$ cat src/rtl/axi_wr_pkg.sv
// Shared types and AXI encodings for the AXI4 write-channel slave.
package axi_wr_pkg;

    typedef enum logic [1:0] {
        IDLE = 2'd0,
        DATA = 2'd1,
        RESP = 2'd2
    } wr_state_e;

    localparam logic [1:0] FIXED  = 2'd0;
    localparam logic [1:0] INCR   = 2'd1;
    localparam logic [1:0] WRAP   = 2'd2;

    localparam logic [1:0] OKAY   = 2'b00;
    localparam logic [1:0] SLVERR = 2'b10;

endpackage

$ cat src/rtl/axi_wr_addr_gen.sv
// Combinational next-beat address and RAM range check for the current beat address.
module axi_wr_addr_gen
    import axi_wr_pkg::*;
#(
    parameter int ADDR_WIDTH = 16,
    parameter int MEM_AWIDTH = 8
) (
    input  logic [ADDR_WIDTH-1:0] addr,
    input  logic [1:0]            burst,
    input  logic [2:0]            size,
    output logic [ADDR_WIDTH-1:0] next_addr,
    output logic                  range_err
);

    logic [ADDR_WIDTH-1:0] step;
    logic [ADDR_WIDTH-1:0] word_idx;

    always_comb begin
        step      = {{(ADDR_WIDTH-1){1'b0}}, 1'b1} << size;
        // FIXED and any errored encoding hold the address; the sum wraps naturally.
        next_addr = (burst == INCR) ? addr + step : addr;
        word_idx  = addr >> 2;
        range_err = (word_idx >> MEM_AWIDTH) != '0;
    end

endmodule

$ cat src/rtl/axi_wr_slave_mem.sv
// AXI4 write slave: one AW, awlen+1 counted W beats committed to RAM, one B response.
module axi_wr_slave_mem
    import axi_wr_pkg::*;
#(
    parameter int ADDR_WIDTH = 16,
    parameter int DATA_WIDTH = 32,
    parameter int MEM_AWIDTH = 8
) (
    input  logic                    clk,
    input  logic                    rst,
    input  logic [ADDR_WIDTH-1:0]   s_axi_awaddr,
    input  logic [1:0]              s_axi_awburst,
    input  logic [7:0]              s_axi_awlen,
    input  logic [2:0]              s_axi_awsize,
    input  logic                    s_axi_awvalid,
    output logic                    s_axi_awready,
    input  logic [DATA_WIDTH-1:0]   s_axi_wdata,
    input  logic [DATA_WIDTH/8-1:0] s_axi_wstrb,
    input  logic                    s_axi_wvalid,
    output logic                    s_axi_wready,
    output logic                    s_axi_bvalid,
    output logic [1:0]              s_axi_bresp,
    input  logic                    s_axi_bready,
    output logic                    s_axi_arready,
    output logic                    s_axi_rvalid,
    output logic [DATA_WIDTH-1:0]   s_axi_rdata,
    output logic [MEM_AWIDTH-1:0]   mem_waddr,
    output logic [DATA_WIDTH-1:0]   mem_wdata,
    output logic [DATA_WIDTH/8-1:0] mem_wstrb,
    output logic                    mem_wen
);

    wr_state_e             state, state_nxt;
    logic [ADDR_WIDTH-1:0] addr_q, next_addr;
    logic [7:0]            len_q, cnt_q;
    logic [1:0]            burst_q;
    logic [2:0]            size_q;
    logic                  err_q, range_err, req_err;
    logic                  aw_hs, w_hs, b_hs;

    axi_wr_addr_gen #(
        .ADDR_WIDTH (ADDR_WIDTH),
        .MEM_AWIDTH (MEM_AWIDTH)
    ) u_addr_gen (
        .addr      (addr_q),
        .burst     (burst_q),
        .size      (size_q),
        .next_addr (next_addr),
        .range_err (range_err)
    );

    assign s_axi_arready = 1'b0;
    assign s_axi_rvalid  = 1'b0;
    assign s_axi_rdata   = '0;

    assign req_err = ((s_axi_awburst != FIXED) && (s_axi_awburst != INCR)) ||
                     (s_axi_awsize > 3'd2);

    always_comb begin
        s_axi_awready = (state == IDLE);
        s_axi_wready  = (state == DATA);
        s_axi_bvalid  = (state == RESP);
        s_axi_bresp   = ((state == RESP) && err_q) ? SLVERR : OKAY;

        aw_hs = s_axi_awvalid && s_axi_awready;
        w_hs  = s_axi_wvalid && s_axi_wready;
        b_hs  = s_axi_bvalid && s_axi_bready;

        state_nxt = state;
        case (state)
            IDLE:    if (aw_hs) state_nxt = DATA;
            DATA:    if (w_hs && (cnt_q == len_q)) state_nxt = RESP;
            RESP:    if (b_hs) state_nxt = IDLE;
            default: state_nxt = IDLE;
        endcase

        // Errored or out-of-range beats are consumed but never reach the RAM.
        mem_wen   = w_hs && !err_q && !range_err && (s_axi_wstrb != '0);
        mem_waddr = mem_wen ? addr_q[MEM_AWIDTH+1:2] : '0;
        mem_wdata = mem_wen ? s_axi_wdata : '0;
        mem_wstrb = mem_wen ? s_axi_wstrb : '0;
    end

    always_ff @(posedge clk or negedge rst) begin
        if (!rst) begin
            state <= IDLE;
            cnt_q <= '0;
            err_q <= 1'b0;
        end else begin
            state <= state_nxt;
            if (aw_hs) begin
                cnt_q <= '0;
                err_q <= req_err;
            end else if (w_hs) begin
                cnt_q <= cnt_q + 8'd1;
                if (range_err) err_q <= 1'b1;
            end
        end
    end

    // Request fields are only meaningful after an AW handshake, so they carry no reset.
    always_ff @(posedge clk) begin
        if (aw_hs) begin
            addr_q  <= s_axi_awaddr;
            len_q   <= s_axi_awlen;
            burst_q <= s_axi_awburst;
            size_q  <= s_axi_awsize;
        end else if (w_hs) begin
            addr_q  <= next_addr;
        end
    end

endmodule

$ cat config.mk
export PLATFORM = sky130hd
export DESIGN_NAME = axi_wr_slave_mem
export DESIGN_NICKNAME = d
export VERILOG_FILES = /design/src/rtl/axi_wr_pkg.sv /design/src/rtl/axi_wr_addr_gen.sv /design/src/rtl/axi_wr_slave_mem.sv
export SDC_FILE = /design/constraint.sdc
export NUM_CORES = 1
export LEC_CHECK = 0
export BUFFER_PORTS_ARGS = -buffer_cell sky130_fd_sc_hd__buf_2
export CELL_PAD_IN_SITES_DETAIL_PLACEMENT = 0
export CELL_PAD_IN_SITES_GLOBAL_PLACEMENT = 1
export CORE_MARGIN = 2
export CORE_UTILIZATION = 34
export DETAILED_ROUTE_END_ITERATION = 6
export PLACE_DENSITY = 0.86
export SLEW_MARGIN = 10
export SYNTH_ARGS = -nofsm -noshare
export SYNTH_HDL_FRONTEND = slang
export SYNTH_HIERARCHICAL = 1
export SYNTH_SLANG_ARGS = --single-unit
export TNS_END_PERCENT = 10
$ cat constraint.sdc
create_clock -name clk -period 3.52 [get_ports clk]
set_clock_uncertainty 0.05 [all_clocks]
set_input_delay 0.528 -clock clk [delete_from_list [all_inputs] [get_ports clk]]
set_output_delay 0.528 -clock clk [all_outputs]
set_load 0.1 [all_outputs]
==> results of run 1 <==
worst reg2reg max path: cells and delay by family, from the launching register on:
family                     cells  cell delay, ns
AOI/OAI and AO/OA              3            0.85
DFF                            1            0.49
and+or+nand+nor                2            0.40
adders and majority gates      1            0.34
muxes                          1            0.27
xor gates and xnor gates       1            0.15
final timing paths:
path	cells past startpoint	to	slack (ns)
min in group clk	1	len_q[6]$_DFFE_PP_	0.36
setup reg to reg	8	addr_q[12]$_DFFE_PP_	0.74
max in group asynchronous	1	err_q$_DFFE_PN0P_	3.16
hold reg to reg	2	cnt_q[7]$_DFFE_PN0P_	0.53
hold / removal	1	state[0]$_DFFE_PN0P_	0.05
setup / recovery	6	mem_wdata[26]	0.48
metrics by stage:
| stage | power (uW) | std cells | hold slack [ns] | setup slack [ns] | util [%] |
|---|---|---|---|---|---|
| after floorplan | 1670 | 322 | 0.1824 | 0.5139 | - |
| after global placement | 1791 | 504 | 0.3673 | 0.7810 | 40.76 |
| after detailed placement | 1817 | 504 | 0.3634 | 0.7621 | 40.76 |
| after CTS | 2165 | 512 | 0.04994 | 0.4367 | 41.94 |
| after global routing | 2292 | 512 | 0.05596 | 0.2743 | 41.94 |
| final | 2143 | 512 | 0.04980 | 0.4767 | 41.94 |
report_power, final:
part           total [uW]  internal [uW]  leakage (uW)  switching [uW]
clock network         342            182     0.0000534             160
registers             861            711      0.000411             149
logic                 940            357       0.00130             583
layout make-up:
| class | instances | area [um^2] |
|---|---|---|
| clock buffer | 7 | 97.59 |
| timing repair buffer | 119 | 598.1 |
| multi-input combinational | 234 | 1629 |
| inverter | 3 | 11.26 |
| sequential | 40 | 1146 |
| tap | 108 | 135.1 |
| clock inverter | 1 | 5.005 |
| fill | 847 | 5014 |
kinds of logic after synthesis:
family | share of synthesized area [%]
xor+xnor | 8.153
flops | 38.10
mux | 6.739
buf+inv | 11.98
fa+ha+maj | 4.409
simple gates | 22.67
compound gates | 7.820
other cells | 0.1247
flip-flops by register name (all words and copies together), names as in the netlist:
register,count
addr_q,16
cnt_q,8
len_q,8
size_q,3
burst_q,2
state,2
err_q,1
cell usage in the layout, fill, tap and decap left out, types with 2 or more instances in the layout:
cell type / Yosys / layout
o21ai_0: 9 / 9
xnor2_1: 15 / 15
nand4_1: 5 / 5
and3_1: 3 / 3
mux2_2: 18 / 18
nand3_1: 2 / 2
nor3b_1: 5 / 5
nor3_1: 7 / 7
inv_1: 3 / 3
and2_1: 33 / 33
ha_1: 9 / 9
o21bai_1: 3 / 3
or2b_1: 2 / 2
a21oi_1: 9 / 9
buf_2: 3 / 118
edfxtp_1: 29 / 29
nor2_1: 11 / 11
o211ai_2: 2 / 2
xor2_1: 13 / 13
a211oi_1: 3 / 3
nor4b_2: 2 / 2
and2_2: 13 / 13
conb_1: 1 / 35
nand2_1: 20 / 20
clkbuf_8: 0 / 5
dfrtp_1: 11 / 11
routing by layer:
layer / GRT usage (%) / vias to the layer above / share of wire [%]
met5: 0 / - / 0
met4: 2.137 / 0 / 0.81
met3: 3.078 / 9 / 5.6
met2: 21.65 / 67 / 51
met1: 16.05 / 1064 / 43
li1: - / 1150 / -
==> impl_metrics.yaml, run 1 <==
yosys:
  syn_area_per_cell_um2: 10.44
  synth.top_cells.by_area: "edfxtp_1, dfrtp_1, buf_4"
  synth_top_area_share_pct: 28.95
  synth_warnings: 6
  yosys.cell_types.count: 43
  synth-edff-count: 29
  syn_area_um2: 3008
  ys_seq_area_share_pct: 38.10
  synthCells: 288
  synth_seq_cells: 40
  synth_top_cell_by_area: "edfxtp_1"
  synth_most_common_cell: "buf_4"
  netlist_top_cells_count: "buf_4, and2_1, edfxtp_1, nand2_1, mux2_2"
  ys_async_sr_fraction_pct: 27.50
  ys.flop_type: "edfxtp_1"
critical_path:
  slowest_stage: "edfxtp_1"
  cp_cell_sequence: "nor4_1 > nand2_1 > nor3_4 > o41a_4 > and2_2 > buf_2"
  crit_type: "reg2out"
  endpoint_kind: "output port"
  crit_start: "addr_q[11]$_DFFE_PP_"
  max_stage_delay_ns: 0.44
  path_max_fanout: 41
  worst-endpoint-required_ns: 2.94
  path_buf_inv: 1
  reg2reg_from: "size_q[0]$_DFFE_PP_"
  cp_top_family: "simple AND/OR/NAND/NOR gates"
  cp-start-kind: "register"
  worst_ep_arrival_time_ns: 2.47
timing:
  hold_violations: 0
  final.setup.tns_ns: 0
  finalCritPeriodShare_pct: 86.46
  rsz0062_at_grt: "false"
  slew_violations: 0
  timing.fmax_mhz: 328.6
  post-route-min-period_ns: 3.043
  slew_headroom_pct: 51.69
  tightest_slew_ns: 0.7246
  setup_violations: 0
cells_and_area:
  drive_above_1_share_pct: 41.58
  area_growth_pct: 20.42
  fin_nets: 483
  diodes: 0
  final_area_um2: 3622
floorplan:
  initial_utilization_pct: 34.83
  fp.dieW_um: 98.06
  rows: 34
  io_pins: 154
  core_um2: 8636
  die_area_um2: 9615
  dieHeight_um: 98.06
clock_network:
  cts_tree: "yes"
  cts_resized: 0
  ctsHoldBuffers: 0
  clockRootBuffer: "clkbuf_8"
  htreeDepth: 2
  cts_sinks: 40
  clk_latency_ns: 0.29
  numCtsBuffers: 5
  clk_path_buf_depth: 2
  cts.clk_slew.worst_paths_ns: 0.07
  cts_setup_buffers: 0
job:
  maxCapViolCount: 0
routing:
  vias: 2290
  wire_per_inst_um: 12.37
  drtIter0Drc: 56
  ant_nets: 0
  via_per_inst: 4.473
  drc_errors: 0
  routed_wl_um: 6333
  dr.pass1.iters: 4
place:
  port_buffers: 118
  dpl_cell_area_um2: 3520
  gp_routability_congestion: 0.7886
  hpwl_um: 5014
power_and_ir_drop:
  peakVddDrop_uv: 372.3
  powerDensity_nw_per_um2: 591.6
  leakage_uw: 0.001762
global_routing:
  overflow: 0
  grt_pass1_vias: 2093
  grt_max_degree: 42
  grt_usage_pct: 12.49
  antenna_found_initial: 0
  grt_pass1_wl_um: 9984
hold_path:
  hold_class: "in2async"
status:
  outcome: "completed"
Note: power is estimated with default switching activity, not from simulation.
==> inputs of run 2 (changes only) <==
- RECOVER_POWER: unset -> 25
==> run 2 against run 1 <==
Compared with the run above:
- the flow now finishes with violations (capacitance limit, slew limit)
- critical path type unchanged
- cell area is 0.28% lower
- largest power group unchanged
- utilization down 0.12 points
- highest routed layer unchanged
- sequential share of layout area up 0.088 points
==> impl_metrics.yaml, run 2 (same netlist as run 1, synthesis figures left out) <==
critical_path:
  worst_ep_arrival_time_ns: 2.47
  slowest_stage: "edfxtp_1"
  cp-start-kind: "register"
  r2r_cells: 4
  path_buf_inv: 1
  reg2reg_from: "state[0]$_DFFE_PN0P_"
  max_stage_delay_ns: 0.44
  path_max_fanout: 41
  cp.depth: 6
  rrSetupSlack_ns: 0.52
  crit_type: "reg2out"
  endpoint_kind: "output port"
  r2r-end: "addr_q[10]$_DFFE_PP_"
  cp_top_family: "simple AND/OR/NAND/NOR gates"
  worst-endpoint-required_ns: 2.94
  cp_cell_sequence: "nor4_1 > nand2_1 > nor3_4 > o41a_4 > and2_2 > buf_2"
global_routing:
  overflow: 0
  antenna_found_initial: 0
  grt_usage_pct: 12.49
  grt_max_degree: 42
  grt_pass1_vias: 2093
  grt_pass1_wl_um: 9984
timing:
  post-route-min-period_ns: 3.046
  rsz0062_at_grt: "false"
  timing.fmax_mhz: 328.3
  setup_violations: 0
  tightest_slew_ns: 2.008
  fin_hold_ws_ns: 0.1702
  final.setup.tns_ns: 0
  slew_violations: 41
  hold_violations: 0
  worst_slack_ns: 0.4739
  finalCritPeriodShare_pct: 86.54
  slew_headroom_pct: -33.86
floorplan:
  core_um2: 8636
  io_pins: 154
  initial_utilization_pct: 34.83
  dieHeight_um: 98.06
  rows: 34
  fp.dieW_um: 98.06
  die_area_um2: 9615
routing:
  drc_errors: 0
  via_per_inst: 4.445
  wire_per_inst_um: 12.33
  drtIter0Drc: 56
  vias: 2276
  routed_wl_um: 6313
  ant_nets: 0
  dr.pass1.iters: 4
place:
  dpl_worst_slack_ns: 0.7621
  port_buffers: 118
  dpl_cell_area_um2: 3520
  hpwl_um: 5014
  gp_routability_congestion: 0.7886
clock_network:
  clk_latency_ns: 0.29
  clockRootBuffer: "clkbuf_8"
  ctsHoldBuffers: 0
  cts_setup_buffers: 0
  clk_path_buf_depth: 2
  htreeDepth: 2
  cts_sinks: 40
  cts.clk_slew.worst_paths_ns: 0.08
  numCtsBuffers: 5
  cts_resized: 0
  cts_tree: "yes"
power_and_ir_drop:
  leakage_uw: 0.001743
  powerDensity_nw_per_um2: 594.0
  internal_power_uw: 1252
  netSwitchingFraction_pct: 41.64
  power_frac_clock_pct: 16.0
  seq_power_share_pct: 40.2
  switchingPower_uw: 893.4
  peakVddDrop_uv: 373.0
  pwr-share-comb_pct: 43.8
status:
  outcome: "finished, violations left"
  violations: "capacitance limit, slew limit"
cells_and_area:
  top_register: "addr_q"
  drive_above_1_share_pct: 40.10
  top_regs: "addr_q x16, cnt_q x8, len_q x8"
  fin_nets: 483
  final_common_cell: "buf_2"
  final_area_um2: 3612
  diodes: 0
  largest_reg_flops: 16
  mostFrequentLayoutCells: "buf_2, conb_1, and2_1, edfxtp_1, nand2_1"
  area_growth_pct: 20.09
hold_path:
  hold_class: "in2async"
job:
  maxCapViolCount: 1
[run 2: per-stage QoR]
step / instances / utilization (%) / power [uW]
3_3_place_gp: 504 / 40.76 / 1791
3_5_place_dp: 504 / 40.76 / 1817
2_1_floorplan: 322 / - / 1670
4_1_cts: 512 / 41.94 / 2165
5_1_grt: 512 / 41.83 / 2295
6_report: 512 / 41.83 / 2146
[run 2: worst max-delay path by stage]
stage | startpoint | end
final | addr_q[11]$_DFFE_PP_ | mem_wdata[26]
after global routing | state[0]$_DFFE_PN0P_ | addr_q[8]$_DFFE_PP_
after CTS | addr_q[11]$_DFFE_PP_ | mem_wdata[30]
after detailed placement | addr_q[11]$_DFFE_PP_ | mem_wdata[30]
after global placement | size_q[1]$_DFFE_PP_ | addr_q[12]$_DFFE_PP_
after floorplan | state[0]$_DFFE_PN0P_ | addr_q[0]$_DFFE_PP_
[run 2: metal layers]
metal | vias to the layer above | wire (um) | global-route usage, %
li1 | 1152 | - | -
met1 | 1050 | 2704 | 16.05
met2 | 65 | 3197 | 21.65
met3 | 9 | 360 | 3.078
met4 | 0 | 51 | 2.137
met5 | - | 0 | 0
[run 2: worst register-to-register path: stages (launching register included)]
cell	delay, ns
dfrtp_1	0.44
nor2_1	0.15
and2_0	0.20
clkbuf_1	1.47
mux2_2	0.46
[run 2: area by class of cell]
cell class	instances	area, um^2
fill	848	5024
tap	108	135.1
clock buffer	7	97.59
sequential	40	1146
multi-input combinational	234	1629
inverter	3	11.26
timing repair buffer	119	588.1
clock inverter	1	5.005
[run 2: power groups by stage]
| stage | Combinational [uW] | Sequential, uW | Clock [uW] |
|---|---|---|---|
| after detailed placement | 942 | 875 | 0 |
| final | 940 | 863 | 343 |
| after floorplan | 843 | 827 | 0 |
| after global routing | 1030 | 890 | 372 |
| after global placement | 925 | 867 | 0 |
| after CTS | 945 | 864 | 355 |
